==> src/rtl/pifo_gpfc_pkg.sv <==
// Shared widths, element field offsets, count-update encoding and the
// overflow-tag rule for the GPFC PIFO calendar controller.
package pifo_gpfc_pkg;

  localparam int ELEMENT_WIDTH_DEF = 19;
  localparam int RANK_WIDTH_DEF    = 17;

  // Packed element layout: {valid, overflow, rank}
  localparam int VALID_BIT = 18;
  localparam int OVF_BIT   = 17;
  localparam int RANK_MSB  = 16;

  // Occupancy update chosen from the accepted requests of one cycle
  typedef enum logic [1:0] {
    CNT_HOLD = 2'd0,
    CNT_INC  = 2'd1,
    CNT_DEC  = 2'd2
  } cnt_op_e;

  // A rank at or beyond vtime belongs to the current round; a smaller rank
  // has wrapped and belongs to the next round, so it takes the opposite bit.
  function automatic logic calc_tag(input logic rank_ge_vtime, input logic global_bit);
    calc_tag = rank_ge_vtime ? global_bit : ~global_bit;
  endfunction

endpackage

==> src/rtl/pifo_gpfc_rank_tagger.sv <==
// Combinational rank tagger: compares an incoming rank with the current
// virtual time and packs the valid, round-tagged element for the array.
module pifo_gpfc_rank_tagger
  import pifo_gpfc_pkg::*;
#(
  parameter int ELEMENT_WIDTH      = ELEMENT_WIDTH_DEF,
  parameter int ELEMENT_RANK_WIDTH = RANK_WIDTH_DEF
) (
  input  logic [ELEMENT_RANK_WIDTH-1:0] rank,
  input  logic [ELEMENT_RANK_WIDTH-1:0] vtime,
  input  logic                          global_bit,
  output logic [ELEMENT_WIDTH-1:0]      element
);

  logic rank_ge_s;
  logic tag_s;

  // Unsigned rank/vtime compare, round tag and element packing
  always_comb begin
    rank_ge_s = (rank >= vtime);
    tag_s     = calc_tag(rank_ge_s, global_bit);
    element   = {1'b1, tag_s, rank};
  end

endmodule

==> src/rtl/pifo_calendar_gpfc_controller.sv <==
// GPFC PIFO calendar controller: accepts enqueue/pop requests, issues
// one-cycle insert/pop strobes to the atom array a cycle later, tracks the
// reserved occupancy and advances the virtual time / round bit from the
// popped head element.
module pifo_calendar_gpfc_controller
  import pifo_gpfc_pkg::*;
#(
  parameter int ELEMENT_WIDTH      = ELEMENT_WIDTH_DEF,
  parameter int ELEMENT_RANK_WIDTH = RANK_WIDTH_DEF,
  parameter int DEPTH              = 16,
  parameter int CNT_WIDTH          = 5
) (
  input  logic                          clk,
  input  logic                          rstn,
  input  logic                          enq_valid,
  input  logic [ELEMENT_RANK_WIDTH-1:0] enq_rank,
  output logic                          enq_ready,
  input  logic                          deq_req,
  output logic                          deq_ready,
  output logic                          deq_valid,
  output logic [ELEMENT_WIDTH-1:0]      deq_element,
  output logic [ELEMENT_WIDTH-1:0]      out_pifo_input,
  output logic                          out_ctl_insert,
  output logic                          out_ctl_pop,
  output logic                          out_global_overflow_bit,
  input  logic [ELEMENT_WIDTH-1:0]      in_head_element,
  output logic [CNT_WIDTH-1:0]          out_count,
  output logic                          out_full,
  output logic                          out_empty
);

  logic [CNT_WIDTH-1:0]          count_r;
  logic [CNT_WIDTH-1:0]          count_nxt_s;
  cnt_op_e                       cnt_op_s;
  logic                          full_s;
  logic                          empty_s;
  logic                          enq_fire_s;
  logic                          deq_fire_s;

  logic                          pend_ins_r;
  logic                          pend_pop_r;
  logic [ELEMENT_RANK_WIDTH-1:0] pend_rank_r;
  logic [ELEMENT_RANK_WIDTH-1:0] vtime_r;
  logic                          global_r;
  logic                          deq_valid_r;
  logic [ELEMENT_WIDTH-1:0]      deq_element_r;
  logic                          err_underrun_r;
  logic [ELEMENT_WIDTH-1:0]      tagged_s;

  // Tag is formed in the strobe cycle from the registered vtime and round bit
  pifo_gpfc_rank_tagger #(
    .ELEMENT_WIDTH      (ELEMENT_WIDTH),
    .ELEMENT_RANK_WIDTH (ELEMENT_RANK_WIDTH)
  ) u_tagger (
    .rank       (pend_rank_r),
    .vtime      (vtime_r),
    .global_bit (global_r),
    .element    (tagged_s)
  );

  // Readiness from the reserved count, held low while in reset; request acceptance
  always_comb begin
    full_s  = (count_r == CNT_WIDTH'(DEPTH));
    empty_s = (count_r == {CNT_WIDTH{1'b0}});
    if (rstn) begin
      enq_ready = ~full_s;
      deq_ready = ~empty_s;
    end else begin
      enq_ready = 1'b0;
      deq_ready = 1'b0;
    end
    enq_fire_s = enq_valid & enq_ready;
    deq_fire_s = deq_req & deq_ready;
  end

  // Occupancy next value: a simultaneous enqueue and pop leave it unchanged
  always_comb begin
    cnt_op_s    = CNT_HOLD;
    count_nxt_s = count_r;
    case ({enq_fire_s, deq_fire_s})
      2'b10:   cnt_op_s = CNT_INC;
      2'b01:   cnt_op_s = CNT_DEC;
      default: cnt_op_s = CNT_HOLD;
    endcase
    case (cnt_op_s)
      CNT_INC:  count_nxt_s = count_r + CNT_WIDTH'(1);
      CNT_DEC:  count_nxt_s = count_r - CNT_WIDTH'(1);
      CNT_HOLD: count_nxt_s = count_r;
      default:  count_nxt_s = count_r;
    endcase
  end

  // Count, pending strobes, pop capture and vtime/round advance
  always_ff @(posedge clk) begin
    if (!rstn) begin
      count_r        <= {CNT_WIDTH{1'b0}};
      pend_ins_r     <= 1'b0;
      pend_pop_r     <= 1'b0;
      pend_rank_r    <= {ELEMENT_RANK_WIDTH{1'b0}};
      vtime_r        <= {ELEMENT_RANK_WIDTH{1'b0}};
      global_r       <= 1'b0;
      deq_valid_r    <= 1'b0;
      deq_element_r  <= {ELEMENT_WIDTH{1'b0}};
      err_underrun_r <= 1'b0;
    end else begin
      count_r     <= count_nxt_s;
      pend_ins_r  <= enq_fire_s;
      pend_pop_r  <= deq_fire_s;
      deq_valid_r <= pend_pop_r;
      if (enq_fire_s) begin
        pend_rank_r <= enq_rank;
      end else begin
        pend_rank_r <= pend_rank_r;
      end
      if (pend_pop_r) begin
        deq_element_r <= in_head_element;
        if (in_head_element[VALID_BIT]) begin
          global_r <= in_head_element[OVF_BIT];
          vtime_r  <= in_head_element[RANK_MSB:0];
        end else begin
          // Array underrun: keep vtime/round, remember the event
          err_underrun_r <= 1'b1;
        end
      end else begin
        deq_element_r  <= deq_element_r;
        err_underrun_r <= err_underrun_r;
      end
    end
  end

  // Output mapping; the broadcast element is zero whenever no insert is issued
  always_comb begin
    out_ctl_insert          = pend_ins_r;
    out_ctl_pop             = pend_pop_r;
    out_global_overflow_bit = global_r;
    deq_valid               = deq_valid_r;
    deq_element             = deq_element_r;
    out_count               = count_r;
    out_full                = full_s;
    out_empty               = empty_s;
    if (pend_ins_r) begin
      out_pifo_input = tagged_s;
    end else begin
      out_pifo_input = {ELEMENT_WIDTH{1'b0}};
    end
  end

endmodule

==> config.mk <==
export PLATFORM = sky130hd
export DESIGN_NAME = pifo_calendar_gpfc_controller
export DESIGN_NICKNAME = d
export VERILOG_FILES = /design/src/rtl/pifo_gpfc_pkg.sv /design/src/rtl/pifo_gpfc_rank_tagger.sv /design/src/rtl/pifo_calendar_gpfc_controller.sv
export SDC_FILE = /design/constraint.sdc
export NUM_CORES = 1
export LEC_CHECK = 0
export ABC_AREA = 1
export CAP_MARGIN = 20
export CORE_ASPECT_RATIO = 2
export CORE_MARGIN = 3
export CORE_UTILIZATION = 42
export CTS_CLUSTER_SIZE = 10
export DETAILED_ROUTE_END_ITERATION = 10
export PLACE_DENSITY = 0.77
export SLEW_MARGIN = 20
export SYNTH_ARGS = -nofsm -noshare
export SYNTH_HDL_FRONTEND = slang
export SYNTH_SLANG_ARGS = --single-unit
==> constraint.sdc <==
create_clock -name clk -period 2.3 [get_ports clk]
set_clock_uncertainty 0.15 [all_clocks]
set_input_delay 0.46 -clock clk [delete_from_list [all_inputs] [get_ports clk]]
set_output_delay 0.46 -clock clk [all_outputs]
set_load 0.05 [all_outputs]
==> flow_summary.toml <==
[clock_network]
cts_max_level = 3
cts_root_buffer = "clkbuf_16"
clk_latency_ns = 0.33
cts_made_buffers = 9
cts_tree = "built"
clkSinkCount = 62
hold_buffers = 0
clk_pin_slew_worst_paths_ns = 0.05
clock_path_buffers = 2

[setup_path]
crit_buf_inv = 4
crit_end = "out_pifo_input[17]"
r2r_end = "out_count[4]"
crit_required_ns = 1.69
worst_setup_path_end_kind = "output pin"
path_common_cell = "nand2_2"
worst_r2r_path_depth = 13
slowest_delay_ns = 0.32
crit_arrival_ns = 1.97
crit_start = "vtime_r[12]"
crit_path_top_delay_cell = "dfxtp_1"
crit_family = "simple AND/OR/NAND/NOR gates"
crit_path_start_kind = "flip-flop"
reg2reg_from = "out_count[3]"
cp_cell_sequence = "inv_2 -> ha_4 -> nand2_4 -> inv_1 -> nand2_2 -> nand2_2 -> nand2_2 -> buf_4 -> nand2_1 -> nor2_1 -> nand3_1 -> nand2_1 -> nor2_2 -> buf_12"
r2r_slack_ns = -0.11
worstPathMaxFanout = 3
worstSetupPathDepth = 14
crit_type = "reg2out"

[timing]
setup_tns_ns = -0.436
rsz0062_at_grt = "true"
setup_violations = 3
relSlewSlack_pct = 63.9
finalCriticalPeriod_ns = 2.58
finalMaxSlewViolations = 0
fin_crit_sh_pct = 112
fmax_mhz = 387
hold_viol_final = 0
tightest_slew_ns = 0.540
fin_ws_ns = -0.283

[outcome]
outcome = "finished with violations"
violations = "negative setup slack"

[grt]
grtUsageTotal_pct = 21.8
grt_max_degree = 37
grt_pass1_wl_mm = 13.8
grt_antenna_before_repair = 0
grt_pass1_vias = 2974
grt-ovfl-total = 0

[logic_synthesis]
synth_enable_flop_cells = 0
synth_top_cell_by_area = "dfxtp_1"
synthTopCellsByArea = "dfxtp_1 42%, nand2_1 12%, ha_1 8.9%, inv_1 7.6%, nor2_1 6.8%"
synth_top_cell_area_share_pct = 41.9
synth_top_cells_by_count = "97 x nand2_1, 62 x dfxtp_1, 60 x inv_1"
async_reset_ff_share_pct = 0
syn-num-nets = 479
synth_most_common_cell = "nand2_1"
yosys_most_used_dff = "dfxtp_1"
syn_area_um2 = 2960
yosysSeqAreaShare_pct = 41.9
ys_seq_elements = 62
syn-instance-count = 417
synth_cell_type_count = 23
yosysWarnings = 0
synth_area_per_cell_um2 = 7.11

[place]
place_hpwl_mm = 6.28
io_buffers = 90
post_dp_cell_area_um2 = 4300
globalplace.congestion = 0.808

[flow_run]
drv_cap = 0

[power]
power_switching_mw = 1.38
power_density_nw_per_um2 = 836
power.leakage_nw = 2.28
pwr-share-comb_pct = 34.8
clkPwrFrac_pct = 34.4
swShare_pct = 33.1
vdd_drop_max_mv = 0.760
power.internal_mw = 2.79
share_seq_of_total_power_pct = 30.9

[routing]
drc_errors = 0
finalWirelength_mm = 8.91
drtIter0Drc = 136
dr_total_vias = 3076
detail_route.first_pass.iterations = 4
wl_per_cell_um = 14.4
final_antenna_net_count = 0
vias_per_cell = 4.97

[finish]
finalNetCount = 588
drive_above_1_share_pct = 25.4
antenna_cells = 0
syn_to_final_growth_pct = 68.7
fill_cells = 524
design_area_um2 = 5000
seqCellArea_um2 = 1270
multi_input_area_um2 = 1720

[die]
num_io_pins = 91
core_um2 = 6730
die_h_um = 125
dieArea_um2 = 8160
die_w_um = 65.4
rows = 42
start_util_pct = 44.0

[hold_path]
hp-class = "reg2reg"
cell usage in the layout, fill, tap and decap left out, types with 14 or more instances in the layout:
master            n
buf_12           25
o21ai_0          35
dfxtp_2          14
nand2_1          86
buf_4            23
inv_1            54
dfxtp_1          46
ha_4             16
clkdlybuf4s50_1  64
nor2_1           49
nand3_1          20
a21oi_1          27
logic make-up after synthesis:
| group | share of synthesized area (%) |
|---|---|
| flops | 41.9 |
| fa+ha+maj | 9.54 |
| simple gates | 24.5 |
| xor+xnor | 0.591 |
| buf+inv | 11.0 |
| compound gates | 12.5 |
routing by layer:
layer | GRT usage (%) | vias to the layer above | share of wire [%] | routed length [um]
li1 | - | 1521 | - | -
met1 | 22.6 | 1421 | 35 | 3140
met3 | 4.78 | 24 | 5.2 | 459
met2 | 39.7 | 110 | 56 | 5010
met4 | 10.1 | 0 | 3.4 | 301
met5 | 0 | - | 0 | 0
metrics by stage:
stage               hold slack, ns  util [%]  setup WS [ns]  std cells  power, mW
finish                       0.307      74.3         -0.283        619       4.18
global route                 0.327      74.3         -0.383        619       4.36
CTS                          0.312      71.8         -0.287        616       4.09
detailed placement           0.305      63.9         -0.325        594       2.54
global placement             0.296      63.9         -0.152        594       2.51
floorplan                    0.283         -         -0.153        417       2.03
area by class of cell:
class	count	area share (%)
inverters	63	4.93
multi-input cells	275	34.4
clock inverters	4	1.40
repair buffers	115	26.8
flip-flops and latches	62	25.3
clock buffers	12	4.93
well taps	88	2.20
registers in the layout (all words and copies together), names as in the netlist:
| signal | count |
|---|---|
| deq_element | 19 |
| deq_valid | 1 |
| out_count | 5 |
| out_ctl_insert | 1 |
| out_ctl_pop | 1 |
| out_global_overflow_bit | 1 |
| pend_rank_r | 17 |
| vtime_r | 17 |
how the worst min path moves through the flow:
stage	endpoint	slack [ns]	cells after the start	start
after floorplan	vtime_r[13]	0.28	2	vtime_r[13]
after global placement	vtime_r[10]	0.30	2	vtime_r[10]
after detailed placement	vtime_r[1]	0.30	2	vtime_r[1]
final	vtime_r[1]	0.31	2	vtime_r[1]
after CTS	vtime_r[1]	0.31	2	vtime_r[1]
after global routing	vtime_r[1]	0.33	2	vtime_r[1]
power groups by stage:
stage	registers [mW]	clock network, mW	logic, mW
after global routing	1.30	1.50	1.56
after global placement	1.29	0	1.22
after CTS	1.28	1.45	1.36
after floorplan	1.49	0	0.539
final	1.29	1.44	1.45
after detailed placement	1.29	0	1.25
tightest hold or removal path: cells and delay by family (launching register included):
kind	cells	cell delay [ns]
AOI/OAI and AO/OA	1	0.06
buffers and inverters	1	0.06
DFF	1	0.29
repair_timing:
action                     CTS  global route
gates resized for setup     37            30
pin swaps                   20            21
cloned                       0             0
setup endpoints to repair    4             4
setup buffers                6             3
No activity file was read; power rests on OpenSTA's default activity.
==> RTL change, RTL diff (same settings) <==
Set the parameter `CNT_WIDTH` to 6 (it was 5).
--- a/src/rtl/pifo_calendar_gpfc_controller.sv
+++ b/src/rtl/pifo_calendar_gpfc_controller.sv
@@ -8,7 +8,7 @@
   parameter int ELEMENT_WIDTH      = ELEMENT_WIDTH_DEF,
   parameter int ELEMENT_RANK_WIDTH = RANK_WIDTH_DEF,
   parameter int DEPTH              = 16,
-  parameter int CNT_WIDTH          = 5
+  parameter int CNT_WIDTH          = 6
 ) (
   input  logic                          clk,
   input  logic                          rstn,
Interface: changed (resized out_count); port bits go from 91 to 92. The function was not compared with the original's and may differ.
==> RTL change against the unedited design <==
The flow still finishes with violations (negative setup slack); wire length up 6.6%; design area up 4.2%; via count up 3.8%; setup slack worse by 0.0077 ns; clock power down 8%; first-iteration DRC count up 69%; maximum frequency down 0.30%; power up 16%; area after synthesis up 2.4%; die area up 2.2%; sequential cell count up 1; core utilization up 0.16 points; critical endpoint unchanged; highest routed layer unchanged.
==> RTL change: results (changes against the unedited design) <==
** Final layout
- The net count reported at finish was 598 (was 588).
- Number of fill cells in the layout :: 471 (was 524)
- Layout Cells excl Fill :: 630 (was 619)
- The ratio of cells with drive above 1 in the final layout is 30.9% (was 25.4%).

** Power
- The internal power is 3.05 mW (was 2.79 mW).
- The total leakage power is 2.38 nW (was 2.28 nW).
- Worst voltage drop across the vdd grid :: 0.761 mV (was 0.760 mV)

** Run status
- Status: finished with violations (unchanged).
- Violations in the final reports: negative setup slack (unchanged).

** Route
- The iteration-0 DRC count of the detailed router was 230 (was 136).
- Met1 routed wirelength after detailed routing :: 3390 um (was 3140 um)
- Routed length per instance :: 15.1 um (was 14.4 um)
- Number of search-and-repair iterations in the first detailed-routing pass :: 4 (unchanged)
- The via count normalized by instance count came to 5.07 (was 4.97).

** GRT
- The met2 usage is 42.9% (was 39.7%).
- Wire length of the first global-routing pass :: 15100 um (was 13800 um)
- The pin count of the biggest net entering global routing is 54 (was 37).
- The met3 track demand over resource is 3.39% (was 4.78%).
- Via count of the first global-routing pass :: 3153 (was 2974)
- GR Util All Layers :: 23.4% (was 21.8%)

** Yosys
- Cells after Synth :: 421 (was 417)
- Yosys cell types :: 25 (was 23)
- Commonest cells in the synthesized netlist: sky130_fd_sc_hd__nand2_1, sky130_fd_sc_hd__dfxtp_1, sky130_fd_sc_hd__inv_1, sky130_fd_sc_hd__nor2_1, sky130_fd_sc_hd__o21ai_0 (unchanged).
- Top area cells in the synthesized netlist :: sky130_fd_sc_hd__dfxtp_1, sky130_fd_sc_hd__nand2_1, sky130_fd_sc_hd__ha_1 (unchanged)
- The number of nets produced by synthesis is 484 (was 479).

** Setup path
- At the worst endpoint, the arrival time is a little under 2 ns.
- Delay contributed by the slowest stage of the critical path :: 0.41 ns (was 0.32 ns)

** Placement
- Worst slack after detailed placement :: -0.202 ns (was -0.325 ns)
- Number of buffers inserted by port buffering :: 91 (was 90)
- Placed insts :: 606 (was 594)
- Detail Placement HPWL :: 6320 um (was 6280 um)
- The placement-stage cell area came to 0.00446 mm2 (was 0.00430 mm2).

** STA
- Number of endpoints failing setup at the final stage :: 6 (was 3)
- The worst-case headroom to the max-slew limit came to 62.1% (was 63.9%).
- The worst path setup slack after routing came to -0.291 ns (was -0.283 ns).

** Clocking
- The count of cells resized by post-cts repair was 62 (was 37).
[RTL change: changes by cell type in the layout (fill, tap and decap cells not counted), sizes merged, moves of 2 or more]
cell	before	now
nor2	54	49
dlymetal6s2s	0	2
a21oi	31	33
xor2	0	4
buf	50	55
nand3	22	24
[RTL change: worst min-delay path: stages, from the launching register on]
cell                      delay, ns
sky130_fd_sc_hd__dfxtp_1       0.30
sky130_fd_sc_hd__nand2_1       0.06
sky130_fd_sc_hd__a21oi_1       0.05
[RTL change: cells by family after synthesis]
group	count (synthesis)	synth area share, %
adder cells (fa/ha/maj)	23	9.73
buffers and inverters	81	10.8
XOR/XNOR	5	1.44
flip-flops	63	41.6
AO/OA/AOI/OAI	74	12.4
AND/OR/NAND/NOR	175	24.0
[RTL change: worst paths after layout]
kind,start,end,slack [ns],depth (start not counted)
min reg2reg,deq_element[17],deq_element[17],0.31,2
min,deq_element[17],deq_element[17],0.31,2
max reg2reg,out_count[3],out_count[5],-0.25,13
max,pend_rank_r[10],out_pifo_input[17],-0.29,13
[RTL change: through the flow]
stage	TNS [ns]	utilization (%)
2_1_floorplan	-1.83	-
3_3_place_gp	-0.314	63.7
3_5_place_dp	-0.622	63.7
4_1_cts	-0.634	72.3
5_1_grt	-1.83	74.5
6_report	-1.14	74.5
[RTL change: power groups by stage]
stage / Combinational [mW] / Clock [mW] / Sequential, mW
after detailed placement: 1.78 / 0 / 1.37
after global placement: 1.74 / 0 / 1.37
after floorplan: 0.783 / 0 / 1.65
after CTS: 1.99 / 1.35 / 1.37
after global routing: 2.29 / 1.38 / 1.40
final: 2.15 / 1.33 / 1.38
[RTL change: cell type report]
type,instances,share of cell area [%]
tap,90,2.16
clock inverter,3,0.817
timing repair buffer,120,26.8
sequential,63,24.9
inverter,64,4.71
multi-input combinational,277,35.8
clock buffer,13,4.81
